**src/rtl/bsa_pkg.sv**
```systemverilog
// Shared definitions for the bit-serial adder sequencer: FSM state type,
// default operand width and the 1-bit full-adder helpers.
package bsa_pkg;

    // Default operand/sum width in bits
    localparam int BSA_WIDTH = 8;

    // Sequencer states
    typedef enum logic [1:0] {
        IDLE  = 2'd0,
        SHIFT = 2'd1,
        DONE  = 2'd2
    } state_t;

    // Sum bit of a 1-bit full adder
    function automatic logic fa_sum(input logic x, input logic y, input logic ci);
        return x ^ y ^ ci;
    endfunction

    // Carry bit of a 1-bit full adder (majority of the three inputs)
    function automatic logic fa_carry(input logic x, input logic y, input logic ci);
        return (x & y) | (x & ci) | (y & ci);
    endfunction

endpackage

```
**src/rtl/bsa_piso_reg.sv**
```systemverilog
// Parallel-load, right-shift operand register. Presents the current LSB
// for the serial adder; zeros are shifted in at the MSB.
module bsa_piso_reg #(
    parameter int WIDTH = 8
) (
    input  logic             clk,
    input  logic             rst,
    input  logic             load,
    input  logic             shift,
    input  logic [WIDTH-1:0] din,
    output logic             lsb
);

    logic [WIDTH-1:0] data;

    // Load has priority over shift; reset clears the register
    always_ff @(posedge clk) begin
        if (rst) begin
            data <= '0;
        end else if (load) begin
            data <= din;
        end else if (shift) begin
            data <= {1'b0, data[WIDTH-1:1]};
        end
    end

    // Serial output to the full adder
    always_comb begin
        lsb = data[0];
    end

endmodule

```
**src/rtl/bit_serial_add_ctrl.sv**
```systemverilog
// Sequencer for the bit-serial adder datapath. Captures two operands on an
// accepted start, adds them LSB-first through a 1-bit full adder with a
// carry flip-flop, shifts the sum bits MSB-in into a result register and
// presents sum/cout with a one-cycle done pulse.
// Optional feature macro: SERIAL_SUB_EN (adds 'sub' port for a - b).
module bit_serial_add_ctrl
    import bsa_pkg::*;
#(
    parameter int WIDTH = BSA_WIDTH
) (
    input  logic             clk,
    input  logic             rst,
    input  logic             start,
`ifdef SERIAL_SUB_EN
    input  logic             sub,
`endif
    input  logic [WIDTH-1:0] a,
    input  logic [WIDTH-1:0] b,
    output logic             busy,
    output logic             done,
    output logic [WIDTH-1:0] sum,
    output logic             cout
);

    localparam int CNT_W = $clog2(WIDTH) + 1;
    localparam logic [CNT_W-1:0] LAST_CNT = CNT_W'(WIDTH - 1);

    state_t           state;
    logic [CNT_W-1:0] cnt;
    logic             carry;
    logic [WIDTH-1:0] result;

    logic             accept;
    logic             shift_en;
    logic             a_bit;
    logic             b_bit;
    logic [WIDTH-1:0] b_load;
    logic             cin;

    // Start is only honoured in IDLE; operands shift only in SHIFT
    always_comb begin
        accept   = (state == IDLE) && start;
        shift_en = (state == SHIFT);
    end

    // Operand B conditioning and carry-in: subtract is a + ~b + 1
    always_comb begin
`ifdef SERIAL_SUB_EN
        b_load = sub ? ~b : b;
        cin    = sub;
`else
        b_load = b;
        cin    = 1'b0;
`endif
    end

    bsa_piso_reg #(
        .WIDTH(WIDTH)
    ) u_a_sr (
        .clk  (clk),
        .rst  (rst),
        .load (accept),
        .shift(shift_en),
        .din  (a),
        .lsb  (a_bit)
    );

    bsa_piso_reg #(
        .WIDTH(WIDTH)
    ) u_b_sr (
        .clk  (clk),
        .rst  (rst),
        .load (accept),
        .shift(shift_en),
        .din  (b_load),
        .lsb  (b_bit)
    );

    // Sequencer FSM with carry FF, bit counter, result shifter and registered outputs
    always_ff @(posedge clk) begin
        if (rst) begin
            state  <= IDLE;
            cnt    <= '0;
            carry  <= 1'b0;
            result <= '0;
            busy   <= 1'b0;
            done   <= 1'b0;
            sum    <= '0;
            cout   <= 1'b0;
        end else begin
            done <= 1'b0;
            case (state)
                IDLE: begin
                    if (start) begin
                        carry  <= cin;
                        cnt    <= '0;
                        result <= '0;
                        busy   <= 1'b1;
                        state  <= SHIFT;
                    end
                end
                SHIFT: begin
                    carry  <= fa_carry(a_bit, b_bit, carry);
                    result <= {fa_sum(a_bit, b_bit, carry), result[WIDTH-1:1]};
                    cnt    <= cnt + 1'b1;
                    if (cnt == LAST_CNT) begin
                        state <= DONE;
                    end
                end
                DONE: begin
                    done  <= 1'b1;
                    busy  <= 1'b0;
                    sum   <= result;
                    cout  <= carry;
                    state <= IDLE;
                end
                default: begin
                    busy  <= 1'b0;
                    state <= IDLE;
                end
            endcase
        end
    end

endmodule

```
**config.mk**
```make
export PLATFORM = sky130hd
export DESIGN_NAME = bit_serial_add_ctrl
export DESIGN_NICKNAME = d
export VERILOG_FILES = /design/src/rtl/bsa_pkg.sv /design/src/rtl/bsa_piso_reg.sv /design/src/rtl/bit_serial_add_ctrl.sv
export SDC_FILE = /design/constraint.sdc
export NUM_CORES = 1
export LEC_CHECK = 0
export ABC_CLOCK_PERIOD_IN_PS = 1200
export BUFFER_PORTS_ARGS = -buffer_cell sky130_fd_sc_hd__buf_2
export CAP_MARGIN = 25
export CORE_MARGIN = 10
export CORE_UTILIZATION = 35
export CTS_CLUSTER_DIAMETER = 150
export DETAILED_ROUTE_END_ITERATION = 12
export PLACE_DENSITY = 0.57
export SETUP_SLACK_MARGIN = 0.4
export SLEW_MARGIN = 40
export SYNTH_ARGS = -nofsm -noshare
export SYNTH_HDL_FRONTEND = slang
export SYNTH_SLANG_ARGS = --single-unit
```
**constraint.sdc**
```tcl
create_clock -name clk -period 1.2 [get_ports clk]
set_clock_uncertainty 0.1 [all_clocks]
set_input_delay 0.06 -clock clk [delete_from_list [all_inputs] [get_ports clk]]
set_output_delay 0.06 -clock clk [all_outputs]
set_load 0.01 [all_outputs]
```
======== After elaboration in Yosys (flattened, before gate mapping) ========
Index checks and enable logic that the tools add are counted.
storage, ports and cells
  bits of input ports ..................... 19
  register bits after elaboration ......... 42
operators by class
  $add $sub $neg .......................... 1
  equal/unequal tests ..................... 5
  reduce and logical (&&, ||, !) cells .... 7
  bitwise logic cells ..................... 8
  multiplexer cells ....................... 16
operators with widths
  operator                                                                 count
  8-bit two-way mux                                                        5
  8-bit case mux with 2 select lines                                       1
  4-bit case mux with 2 select lines                                       1
  2-bit AND reduction                                                      3
  4-bit by 1-bit adder with 4-bit output, second input constant            1
  4-bit by 3-bit equality test with 1-bit output, second input constant    1
  2-bit two-way mux                                                        2
  4-bit two-way mux                                                        1
  1-bit case mux with 2 select lines                                       2
  2-bit case mux with 2 select lines                                       1
  2-bit nonzero test                                                       2
  1-bit bitwise AND                                                        3
  1-bit two-way mux                                                        3
  2-bit by 1-bit equality test with 1-bit output, second input constant    1
  2-bit equality test, second input constant                               1
  2-bit zero test                                                          1
  2-bit by 1-bit inequality test with 1-bit output, second input constant  1
  2-bit inequality test, second input constant                             1
  1-bit bitwise OR                                                         2
  1-bit bitwise XOR                                                        2
  1-bit logical AND                                                        1
  1-bit inverter                                                           1

======== Logic depth before layout (Yosys ltp) ========
  depth after elaboration ................. 4
  mapped depth ............................ 5
  gate-level depth less buffers ........... 4

======== By module ========
Synthesis repeated with hierarchy kept, for this count alone.
second synthesis, totals
  cells, all modules ...................... 169
  area total of the unflattened synthesis .. 1,702.9 µm²
by module, submodules not included
  module               area an instance (µm²)  times used  sequential area each (µm²)  cells an instance
  bit_serial_add_ctrl  964.7                   1           520.5                       99
  bsa_piso_reg         369.1                   2           160.2                       35

======== Least setup slack after synthesis ========
Ideal clock, no wire load.
  path type ............................... flip-flop to flip-flop
  start point ............................. register state[1]
  end point ............................... register result[3]
  required time ........................... 0.983 ns
  stages on the path, launching flop included .. 5
  data arrival time ....................... 1.011 ns
  clock period less this slack ............ 1.228 ns
  slack ................................... -0.028 ns
  setup time .............................. 0.117 ns
  cells stage by stage .................... dfxtp_1 > o21ba_4 > nor2_4 > buf_4 > a22o_1
on the way
  cells in the longest elaborated chain, start to end .. 3
  elaborated cells between the ends (all ways) .. 6
ends and longest elaborated chain
  what                                                                                      RTL line                    text
  start: declaration                                                                        bit_serial_add_ctrl.sv:28   state_t state;
  start signal: assignment                                                                  bit_serial_add_ctrl.sv:82   state <= IDLE;
  start signal: assignment                                                                  bit_serial_add_ctrl.sv:99   state <= SHIFT;
  start signal: assignment                                                                  bit_serial_add_ctrl.sv:107  state <= DONE;
  2-bit by 1-bit equality test with 1-bit output / 2-bit zero test (equally long branches)  bit_serial_add_ctrl.sv:92   case (state)
  2-bit nonzero test (no source line) / 2-bit inequality test (equally long branches)       n/a
  2-bit AND reduction (no source line)                                                      n/a
  end signal: assignment                                                                    bit_serial_add_ctrl.sv:104  result <= {fa_sum(a_bit, b_bit, carry), result[WIDTH-1:1]};
  end: declaration                                                                          bit_serial_add_ctrl.sv:31   logic [WIDTH-1:0] result;
Several ways; a longest one is shown, not always the timed one.
A chain may end at the register's enable or synchronous reset.

======== Worst setup path after layout ========
  start point ............................. register state[1]
  end point ............................... register u_a_sr.data[0]
on the way
  cells in the longest elaborated chain, start to end .. 3
  elaborated cells between the ends (all ways) .. 5
ends and longest elaborated chain
  what                                                            RTL line                   text
  2-bit zero test                                                 bit_serial_add_ctrl.sv:42  accept = (state == IDLE) && start;
  1-bit logical AND                                               bit_serial_add_ctrl.sv:42
  8-bit two-way mux / 2-bit nonzero test (equally long branches)  n/a
  end signal: assignment                                          bsa_piso_reg.sv:21         data <= din;
  end signal: assignment                                          bsa_piso_reg.sv:23         data <= {1'b0, data[WIDTH-1:1]};
  end: declaration                                                bsa_piso_reg.sv:14         logic [WIDTH-1:0] data;
Several ways; a longest one is shown, not always the timed one.

==> summary.md <==
| Metric | Value |
|---|---|
| Status | `finished, violations left` |
| Sequential-to-total area share from yosys stat | `between 40% and 50%` |
| Worst path max stage delay | `0.40 ns` |
| Via Count | `1491` |
| Mapped cell area | `0.00171 mm2` |
| Crit. End Element | `flop` |
| Die area | `0.00808 mm2` |
| Leak | `0.000981 uW` |
| H-tree Lvls | `2` |
| Initial Utilization | `between 30% and 40%` |
| WL/cell | `around 14 um` |
| Core footprint | `0.00472 mm2` |
| # setup viols final | `18` |
| Period utilisation layout | `103%` |
| #FFs+latches synth | `42` |
| Synth unique cells | `36` |
| Fin worst setup slack | `-0.0388 ns` |
| CTS tree | `yes` |
| Design Area, Final | `0.00246 mm2` |
| Pwr dens | `1190 mW/mm2` |
| DRT Wirelength | `4080 um` |
| Overflow after GRT | `0` |
| GRT Total Usage | `10.5%` |
| Cell taking the most area after synthesis | `dfxtp_1` |
| First-pass DRT Iterations | `4` |
| # rows | `25` |
| Clk pin slew, worst setup/hold paths | `around 0.09 ns` |
| Clock Sinks | `42` |
| Fin nets | `253` |
| Worst Path Max Fanout | `9` |
| Number of global-route vias before repair | `1553` |
| Max Clk Rate | `807 MHz` |
| Critical Path End | `u_a_sr.data[0]` |
| Measured slew at the worst slew-check pin | `0.328 ns` |
| Initial antenna violation count | `0` |
| IO Count | `30` |
| Port Buffers | `29` |
| R2r worst-path depth | `4` |
| DP Area | `approximately 0.0021 mm2` |
| Share of cells above drive strength 1 | `45.9%` |
| Worst IR drop on VDD | `684 uV` |
| Die span in x | `89.9 um` |
| Number of synthesized flops with an enable pin | `0` |
| Initial DRC count | `42` |
| Min-delay worst type | `input port to flop` |
| Sum Neg Setup Slack | `-0.144 ns` |
| Non-Filler Instances | `300` |
| Cells after DPL | `284` |
| Crit path DAT | `1.32 ns` |
| Logic pwr share | `between 10% and 20%` |
| Final Max Slew Viols | `0` |
| Sw Share | `27.5%` |
| Final hold vios | `1` |
| Root buf cell | `clkbuf_8` |
| CP max-delay cell | `dfxtp_4` |
| Maximum clock path buffer count | `2` |
| Most common cell in the netlist | `dfxtp_1` |
| P_int | `2120 uW` |
| Reg2reg start | `state[1]` |
| Synth Instances | `180` |
| Number of CTS-inserted buffers | `5` |
| CP startpoint kind | `flop` |
| Largest net degree at the start of global routing | `18` |
| Hold slack | `-0.000983 ns` |
| Worst Setup SP | `state[1]` |
| Avg Vias per Cell | `~5` |
| N_diodes | `0` |
| Top cell type's share of synthesized area | `49.2%` |
| CP Class | `flop to flop` |
| Worst relative slew slack | `roughly 78%` |
| R2r endpoint | `u_a_sr.data[0]` |
| Maxcap violations | `0` |
| Tmin final | `1.24 ns` |
| Post-route DRC | `0` |
| Clk pwr share | `32.3%` |
| Routed Antenna Nets | `0` |
| Failing checks | `negative hold slack, negative setup slack` |
| Ys flop type | `dfxtp_1` |
| Area Growth Syn to Fin | `43.8%` |
| Post-synthesis async set-or-reset flop share | `0%` |
| Avg Cell Area, Syn | `9.50 um2` |
| Critical Path RT | `around 1.3 ns` |
| RSZ-0062 raised after global routing | `true` |
| Synth top cells by count | `42 x dfxtp_1, 22 x nand2_1, 19 x a21oi_1, 13 x a22o_1, 13 x nor2_1` |
| Chip Height | `89.9 um` |
| Reg2Reg Setup Slack | `-0.04 ns` |
| First-pass GRT wire length | `7220 um` |
| Clk_lat worst skew | `about 0.30 ns` |
| Hpwl dp | `2800 um` |
| Sequential Power Share | `52.7%` |
| Ys Warns | `0` |
| Synth top area cells | `dfxtp_1 49%, a22o_1 6.7%, a21oi_1 5.6%, nand2_1 4.8%, o221ai_1 3.1%` |
| GPL Wtd Cong | `0.746` |
| Post-Syn Nets | `201` |
| CP cell instances | `nand2b_4 -> nor2_2 -> buf_4 -> a221o_1` |
| Switching power total | `805 uW` |
| Pre-CTS setup slack | `-0.0604 ns` |
how the worst min path moves through the flow:
stage               startpoint        endpoint  cells after the start
CTS                       a[0]  u_a_sr.data[0]                      3
global route               rst            cout                      2
detailed placement        b[7]  u_b_sr.data[7]                      2
floorplan                 a[7]  u_a_sr.data[7]                      1
finish                     rst            cout                      2
global placement          b[7]  u_b_sr.data[7]                      2
power groups by stage:
stage | logic (uW) | clock network, uW | registers, uW
after global routing | 484 | 1040 | 1550
final | 437 | 945 | 1540
after detailed placement | 347 | 0 | 1560
after global placement | 344 | 0 | 1560
after floorplan | 252 | 0 | 1550
after CTS | 428 | 976 | 1540
per-stage QoR:
stage | total power (uW) | util (%)
2_1_floorplan | 1800 | -
3_3_place_gp | 1910 | 44.0
3_5_place_dp | 1910 | 44.0
4_1_cts | 2950 | 50.9
5_1_grt | 3080 | 52.0
6_report | 2930 | 52.0
cell families (layout without fill, tap and decap cells):
logic type	count (synthesis)	count (layout)	synth area share, %
AOI/OAI and AO/OA	65	65	27.3
and+or+nand+nor	56	56	17.0
DFF	42	42	49.2
buffers and inverters	15	68	4.61
adders and majority gates	2	2	1.90
what timing repair did:
item	in CTS	in global routing
cloned	0	0
buffers inserted	5	1
resized for setup	41	13
endpoints found under the setup margin	53	53
endpoints found under the hold margin	4	0
pin swaps	9	2
hold buffers	2	0
sequential cells by signal, summed over array words and instances, names as in the netlist:
register,count
busy,1
carry,1
cnt,4
cout,1
done,1
result,8
state,2
sum,8
u_a_sr.data,8
u_b_sr.data,8
layer usage:
metal / vias up / wire length [um] / global-route usage, % / share of wire [%]
li1: 761 / - / - / -
met1: 698 / 1920 / 12.5 / 47
met2: 26 / 1870 / 16.8 / 46
met3: 6 / 233 / 3.82 / 5.7
met4: 0 / 51 / 4.38 / 1.3
met5: - / 0 / 0 / 0
layout make-up:
cell class	count	area (um2)
clock inverter	3	22.5
sequential	42	871
tap	67	83.8
fill	451	2270
inverter	3	16.3
timing repair buffer	57	464
clock buffer	5	68.8
multi-input combinational	123	931
cells in the final DEF, fill, tap and decap left out, drive strengths merged, types with 2 or more instances in the layout:
master       synthesis  final
nor2b                2      2
or3b                 6      6
a21o                 2      2
a21oi               19     19
inv                  3      5
nand2b               4      4
o221ai               6      6
dfxtp               42     42
buf                 12     55
a211oi               4      4
nand3                2      2
a22o                13     13
dlygate4sd3          0      2
o21a                 2      2
o221a                2      2
clkbuf               0      5
nor2                14     14
o21ai                8      8
o22ai                3      3
nand2               22     22
critical path, delay by kind of cell, from the launching register on:
family,cells,cell delay (ns)
buffers and inverters,1,0.14
and+or+nand+nor,2,0.19
AOI/OAI and AO/OA,1,0.29
DFF,1,0.40
(Power assumes the default switching activity.)
